File: src/rtl/cpu_types_pkg.sv
// Shared CPU-side types: word and RAM handshake encodings plus the arbiter FSM states.
package cpu_types_pkg;

   localparam int WORD_BITS = 32;
   localparam int ARB_TIMEOUT_DEFAULT = 64;

   typedef logic [WORD_BITS-1:0] word_t;

   typedef enum logic [1:0] {
      FREE   = 2'd0,
      BUSY   = 2'd1,
      ACCESS = 2'd2,
      ERROR  = 2'd3
   } ramstate_t;

   typedef enum logic [2:0] {
      IDLE  = 3'd0,
      IREQ  = 3'd1,
      DREQ  = 3'd2,
      IDONE = 3'd3,
      DDONE = 3'd4,
      ERR   = 3'd5
   } arb_state_t;

endpackage

File: src/rtl/arb_wait_counter.sv
// Saturating count of wait-state cycles within one RAM access; flags the cycle that
// would make the count reach TIMEOUT.
module arb_wait_counter
   import cpu_types_pkg::*;
#(
   parameter int TIMEOUT = ARB_TIMEOUT_DEFAULT
) (
   input  logic clk_i,
   input  logic rst_i,
   input  logic clear_i,
   input  logic en_i,
   output logic expired_o
);

   localparam int CW = $clog2(TIMEOUT + 1);
   localparam logic [CW-1:0] LAST = CW'(TIMEOUT - 1);
   localparam logic [CW-1:0] MAX  = CW'(TIMEOUT);

   logic [CW-1:0] count_q, count_d;

   always_comb begin
      count_d = count_q;
      if (clear_i) begin
         count_d = '0;
      end else if (en_i && (count_q != MAX)) begin
         count_d = count_q + 1'b1;
      end
   end

   always_ff @(posedge clk_i or posedge rst_i) begin
      if (rst_i) begin
         count_q <= '0;
      end else begin
         count_q <= count_d;
      end
   end

   // Expiry is seen on the TIMEOUT-th wait cycle itself, so the FSM leaves right then.
   assign expired_o = en_i && !clear_i && (count_q >= LAST);

endmodule

File: src/rtl/memory_arbiter.sv
// Serialises instruction fetches and data accesses onto a single-ported RAM and
// returns registered one-cycle ihit/dhit pulses; data wins over fetch.
module memory_arbiter
   import cpu_types_pkg::*;
#(
   parameter int TIMEOUT = ARB_TIMEOUT_DEFAULT,
   parameter int WORD_W  = WORD_BITS
) (
   input  logic              CLK,
   input  logic              RST,
   input  logic              iREN,
   input  logic [WORD_W-1:0] iaddr,
   input  logic              dREN,
   input  logic              dWEN,
   input  logic [WORD_W-1:0] daddr,
   input  logic [WORD_W-1:0] dstore,
   input  logic              halt,
   input  ramstate_t         ramstate,
   input  logic [WORD_W-1:0] ramload,
   output logic              ramREN,
   output logic              ramWEN,
   output logic [WORD_W-1:0] ramaddr,
   output logic [WORD_W-1:0] ramstore,
   output logic              ihit,
   output logic              dhit,
   output logic [WORD_W-1:0] iload,
   output logic [WORD_W-1:0] dload,
   output logic              err
);

   arb_state_t        state_q, state_d;
   logic [WORD_W-1:0] addr_q, addr_d;
   logic [WORD_W-1:0] store_q, store_d;
   logic [WORD_W-1:0] iload_q, iload_d;
   logic [WORD_W-1:0] dload_q, dload_d;
   logic              we_q, we_d;
   logic              in_req;
   logic              wait_expired;

   assign in_req = (state_q == IREQ) || (state_q == DREQ);

   // Counter is held clear outside an access, which clears it on every grant.
   arb_wait_counter #(.TIMEOUT(TIMEOUT)) u_wait (
      .clk_i     (CLK),
      .rst_i     (RST),
      .clear_i   (!in_req),
      .en_i      (in_req && (ramstate != ACCESS)),
      .expired_o (wait_expired)
   );

   always_comb begin
      state_d = state_q;
      addr_d  = addr_q;
      store_d = store_q;
      we_d    = we_q;
      iload_d = iload_q;
      dload_d = dload_q;
      unique case (state_q)
         IDLE: begin
            if (dREN || dWEN) begin
               state_d = DREQ;
               addr_d  = daddr;
               store_d = dstore;
               we_d    = dWEN;
            end else if (iREN && !halt) begin
               state_d = IREQ;
               addr_d  = iaddr;
               we_d    = 1'b0;
            end
         end
         IREQ: begin
            // A flushed fetch is dropped before a late ACCESS can complete it.
            if (ramstate == ERROR) begin
               state_d = ERR;
            end else if (!iREN) begin
               state_d = IDLE;
            end else if (ramstate == ACCESS) begin
               iload_d = ramload;
               state_d = IDONE;
            end else if (wait_expired) begin
               state_d = ERR;
            end
         end
         DREQ: begin
            if (ramstate == ERROR) begin
               state_d = ERR;
            end else if (ramstate == ACCESS) begin
               if (!we_q) begin
                  dload_d = ramload;
               end
               state_d = DDONE;
            end else if (wait_expired) begin
               state_d = ERR;
            end
         end
         IDONE:   state_d = IDLE;
         DDONE:   state_d = IDLE;
         ERR:     state_d = ERR;
         default: state_d = IDLE;
      endcase
   end

   always_ff @(posedge CLK or posedge RST) begin
      if (RST) begin
         state_q <= IDLE;
         addr_q  <= '0;
         store_q <= '0;
         we_q    <= 1'b0;
         iload_q <= '0;
         dload_q <= '0;
      end else begin
         state_q <= state_d;
         addr_q  <= addr_d;
         store_q <= store_d;
         we_q    <= we_d;
         iload_q <= iload_d;
         dload_q <= dload_d;
      end
   end

   assign ramREN   = (state_q == IREQ) || ((state_q == DREQ) && !we_q);
   assign ramWEN   = (state_q == DREQ) && we_q;
   assign ramaddr  = addr_q;
   assign ramstore = store_q;
   assign ihit     = (state_q == IDONE);
   assign dhit     = (state_q == DDONE);
   assign err      = (state_q == ERR);
   assign iload    = iload_q;
   assign dload    = dload_q;

endmodule

File: config.mk
export PLATFORM = sky130hd
export DESIGN_NAME = memory_arbiter
export DESIGN_NICKNAME = d
export VERILOG_FILES = /design/src/rtl/cpu_types_pkg.sv /design/src/rtl/arb_wait_counter.sv /design/src/rtl/memory_arbiter.sv
export SDC_FILE = /design/constraint.sdc
export NUM_CORES = 1
export LEC_CHECK = 0
export ABC_CLOCK_PERIOD_IN_PS = 4450
export CORE_MARGIN = 10
export CORE_UTILIZATION = 38
export DETAILED_ROUTE_END_ITERATION = 8
export PLACE_DENSITY = 0.76
export SYNTH_ARGS = -nofsm -noshare
export SYNTH_HDL_FRONTEND = slang
export SYNTH_SLANG_ARGS = --single-unit
File: constraint.sdc
create_clock -name CLK -period 4.45 [get_ports CLK]
set_input_delay 0.89 -clock CLK [delete_from_list [all_inputs] [get_ports CLK]]
set_output_delay 0.89 -clock CLK [all_outputs]
set_load 0.005 [all_outputs]
# ---- Word level (Yosys, flattened, before mapping)
# Index checks and enable logic that the tools add are counted.
dict set report classes {
  n_bitwise 2
  n_reduce_logical 18
  muxes 15
  addsub 1
  n_eq_ne 11
  n_lt_le_gt_ge 1
}
# op count
set op_table {}
lappend op_table {{32-bit 2-to-1 mux} 2}
lappend op_table {{3-bit 2-to-1 mux} 8}
lappend op_table {{7-bit 2-to-1 mux} 2}
lappend op_table {{3-bit case mux with 4 select lines} 1}
lappend op_table {{4-bit AND reduction} 2}
lappend op_table {{7-bit by 1-bit adder with 7-bit output, second input constant} 1}
lappend op_table {{7-bit by 6-bit >= comparator with 1-bit output, second input constant} 1}
lappend op_table {{1-bit logical AND} 7}
lappend op_table {{7-bit != test, second input constant} 1}
lappend op_table {{3-bit by 2-bit equality test with 1-bit output, second input constant} 2}
lappend op_table {{3-bit equality test, second input constant} 2}
lappend op_table {{2-bit equality test, second input constant} 2}
lappend op_table {{2-bit AND reduction} 2}
lappend op_table {{3-bit by 1-bit equality test with 1-bit output, second input constant} 1}
lappend op_table {{3-bit zero test} 1}
lappend op_table {{1-bit logical OR} 3}
lappend op_table {{3-bit != test, second input constant} 1}
lappend op_table {{1-bit zero test} 2}
lappend op_table {{1-bit 2-to-1 mux} 2}
lappend op_table {{2-bit by 1-bit != test with 1-bit output, second input constant} 1}
lappend op_table {{2-bit != test, second input constant} 1}
lappend op_table {{1-bit inverter} 2}
lappend op_table {{2-bit nonzero test} 1}
dict set report word_totals {
  ff_bits 139
  wordCells 55
  input_bits 136
  output_inout_bits 133
}

# ---- Depth between registers and ports, before layout
dict set report depth {
  ltp_word 10
  mapped_depth 6
}

# ---- By module
# A second synthesis with hierarchy kept.
dict set report hier_totals {
  hier_cells 404
  area_unflattened_um2 6080.8
}
# module n_inst cells_per_inst seq_area_each_um2 area_each_um2
set modules_own_cells {}
lappend modules_own_cells {memory_arbiter 1 353 3303.2 5617.9}
lappend modules_own_cells {arb_wait_counter 1 51 175.2 462.9}

# ---- Worst setup path before layout
# OpenSTA, ideal clock, no wires.
dict set report synth_timing {
  path_type {in2reg}
  start {input ramstate[0]}
  end {register dload_q[0], in the netlist dload[0]}
  setup_ns 0.125
  arrival_time_ns 2.006
  t_required_ns 4.325
  stages 5
  path_slack_ns 2.319
  path_buffers 2
  path_cell_list {nand2b_1 or3_1 buf_6 buf_12 mux2_4}
}
dict set report synth_via {
  elab_chain_len 3
}
# item line_no
set synth_rtl {}
lappend synth_rtl {{start: declaration} memory_arbiter.sv:18} ;# input ramstate_t ramstate,
lappend synth_rtl {{2-bit equality test} memory_arbiter.sv:85} ;# if (ramstate == ERROR) begin
lappend synth_rtl {{1-bit inverter (no line)} n/a}
lappend synth_rtl {{4-bit AND reduction (no line) *} n/a}
lappend synth_rtl {{end signal: assignment} memory_arbiter.sv:117} ;# dload_q <= dload_d;
lappend synth_rtl {{end: declaration} memory_arbiter.sv:35} ;# logic [WORD_W-1:0] dload_q, dload_d;
# Mark *: on every way between the ends. The rest lies on a longest branch, timed or not.
# A chain may end at the register's enable or synchronous reset.

# ---- Worst setup path in the final report
dict set report layout_timing {
  start {register state_q[1]}
  end {output ramWEN}
}
dict set report layout_via {
  elab_chain_len 2
}
# item line_no
set layout_rtl {}
lappend layout_rtl {{start: declaration} memory_arbiter.sv:31} ;# arb_state_t state_q, state_d;
lappend layout_rtl {{start signal: assignment} memory_arbiter.sv:112} ;# state_q <= state_d;
lappend layout_rtl {{3-bit by 2-bit equality test with 1-bit output} memory_arbiter.sv:122} ;# assign ramWEN = (state_q == DREQ) && we_q;
lappend layout_rtl {{1-bit logical AND} memory_arbiter.sv:122}
lappend layout_rtl {{end: declaration} memory_arbiter.sv:21} ;# output logic ramWEN,
# No other way between the ends.

==> metrics.txt <==
hold endpoint=ramaddr[13]; Root Driver=clkbuf_16; Synth Flop Type=dfrtp_1; Leakage Power=4.08 nW; Post-Syn Area=5870 sq um; worst setup margin=1600 ps; post-route ant nets=0; CTS sink count=139; Vias/cell=4.89; clk_skew=5.94 ps; pwr dens=670 nW/um^2; first drt pass iteration count=4; Die Ht=144 um; Core Region=15,200 sq um; Num CTS Buffers=17; fmax=351 MHz; vias in the first global route=4,687; Tcrit/Tclk final=0.641; worst slew pin tran=1130 ps; FP Rows=45; most common cell in the netlist=dfrtp_1; placed cells=862; worst reg-to-reg path cell count=4; Area contributors post-synth=dfrtp_1, mux2_2, mux2_4; IR drop worst, VDD=0.257 mV; FFs w/ async S/R, synth=1.00; port buffer count=268; CTS Hold Buffers Added=0; initial antenna violation count=0; RR Startpoint=state_q[0]; synth warn=0; FF+latch count, synth=139; Setup CP Type=flip-flop to primary output; final routed DRC violation total=0; GR Overflow Total=0; Diodes inserted=0; Fill cells=1,172; Final Util=0.613; Slew Limit Fails=0; Die ar.=20,800 sq um; synth cell count leaders=dfrtp_1, mux2_2, nand2_1, o21ai_0, mux2i_1; CTS tree=built; Worst Hold Class=flip-flop to flip-flop; Die Wd=144 um; total number of vias=4,362; relative slew slack=0.243; Post-CTS Resized=0; hold_sp=ramaddr[13]; Initial Util=0.386; Setup crit start kind=flip-flop; Syn Area/Cell=13.9 sq um; Place WS=1240 ps; Cells after Synth=423; GRT Overall Usage=0.159; Layout Cells excl Fill=892; max-cap violations=0; Worst EP required=3560 ps; Setup TNS=0 ps; outcome=finished, final reports clean; Routed Wire Length=16,900 um; DRT iter0 DRCs=110; syn nets=561; EDFF count, synth=0; endpoints failing setup=0; Final HPWL DP=13,200 um; r2r setup slk=2160 ps; worst-skew pair later-pin latency=410 ps; WP data arrival=1960 ps; Yosys cell types=44; layout cells sized above 1=0.199; crit-path max FO=8; Final Hold Fails=0; Min Clock Period, post-route=2850 ps; Area Growth Syn to Fin=58.7%; wire per inst=18.9 um; clk buf depth=2; hold depth=2; nets=831; part of the Yosys area used for sequential elements=0.592; Worst-path clk slew=60 ps; RSZ-0062 raised after global routing=false; htree depth=4; CP Capture Type=primary output; top-area cell type share of the netlist area=0.592; worst r2r dst=dload[9]; gpl congestion=0.829; # IOs=269; cell taking the most area after synthesis=dfrtp_1; largest net degree at the start of global routing=91; Post-CTS Setup Repair Bufs=0; first-pass GRT wire length=25,600 um
[power by group]
| part | internal, mW | total (mW) | switching, mW |
|---|---|---|---|
| clock | 0.924 | 1.45 | 0.522 |
| combinational | 1.70 | 2.58 | 0.888 |
| sequential | 1.85 | 2.21 | 0.357 |
[area by class of cell]
class                      count  area (sq um)  share of cell area
tap                          188           235              0.0252
sequential                   139          3480               0.373
clock buffer                  21           470              0.0505
multi-input combinational    259          2250               0.241
clock inverter                 9           139              0.0149
inverter                       3          15.0             0.00161
timing repair buffer         273          2730               0.293
[per-stage QoR]
step	power, mW	hold slack (ps)	area (sq um)
2_1_floorplan	3.26	473	5880
3_3_place_gp	4.76	461	8710
3_5_place_dp	4.86	470	8710
4_1_cts	6.34	483	9320
5_1_grt	6.62	499	9320
6_report	6.24	477	9320
[layer usage]
metal | share of wire | track usage | routed length, um | up-vias
li1 | - | - | - | 2031
met1 | 0.38 | 0.178 | 6430 | 2098
met2 | 0.48 | 0.255 | 8120 | 214
met3 | 0.12 | 0.0777 | 2010 | 19
met4 | 0.019 | 0.0606 | 314 | 0
met5 | 0 | 0 | 0 | -
[flip-flops by register name, indices dropped and copies added, names as in the netlist]
register	count
u_wait.count_q	7
ramaddr	32
state_q	3
dload	32
we_q	1
ramstore	32
iload	32
[cell families after synthesis]
| family | Yosys count | synth area share |
|---|---|---|
| simple gates | 74 | 0.0594 |
| fa+ha+maj | 2 | 0.00426 |
| compound gates | 51 | 0.0516 |
| mux | 129 | 0.260 |
| flops | 139 | 0.592 |
| xor+xnor | 3 | 0.00447 |
| buf+inv | 25 | 0.0283 |
[critical path: stages (launching register included)]
cell and delay, ps:
dfrtp_1 480, or2b_1 270, nor2_1 120, and2_1 140
clkdlybuf4s50_1 540
[how the worst max path moves through the flow]
stage | to | start | cells past startpoint | slack, ps
floorplan | dload[0] | RST | 1 | 1820
global placement | dload[1] | ramstate[1] | 4 | 1320
detailed placement | dload[4] | ramstate[1] | 4 | 1240
CTS | ramWEN | state_q[1] | 4 | 1600
global route | ramWEN | state_q[1] | 4 | 1490
finish | ramWEN | state_q[1] | 4 | 1600
[cells in the final DEF (no fill, tap or decap), types with 3 or more instances in the layout]
master           count
clkdlybuf4s50_1    268
dfrtp_1            139
mux2_2              66
nand2_1             36
o21ai_0             35
mux2i_1             32
mux2_4              30
clkbuf_16           17
nor2_1              11
buf_4                4
nor3_1               3
and3_1               3
nand4_1              3
xor2_1               3
clkinvlp_4           3
bufinv_16            3
clkbuf_8             3
Power figures use the tool's default switching activity.
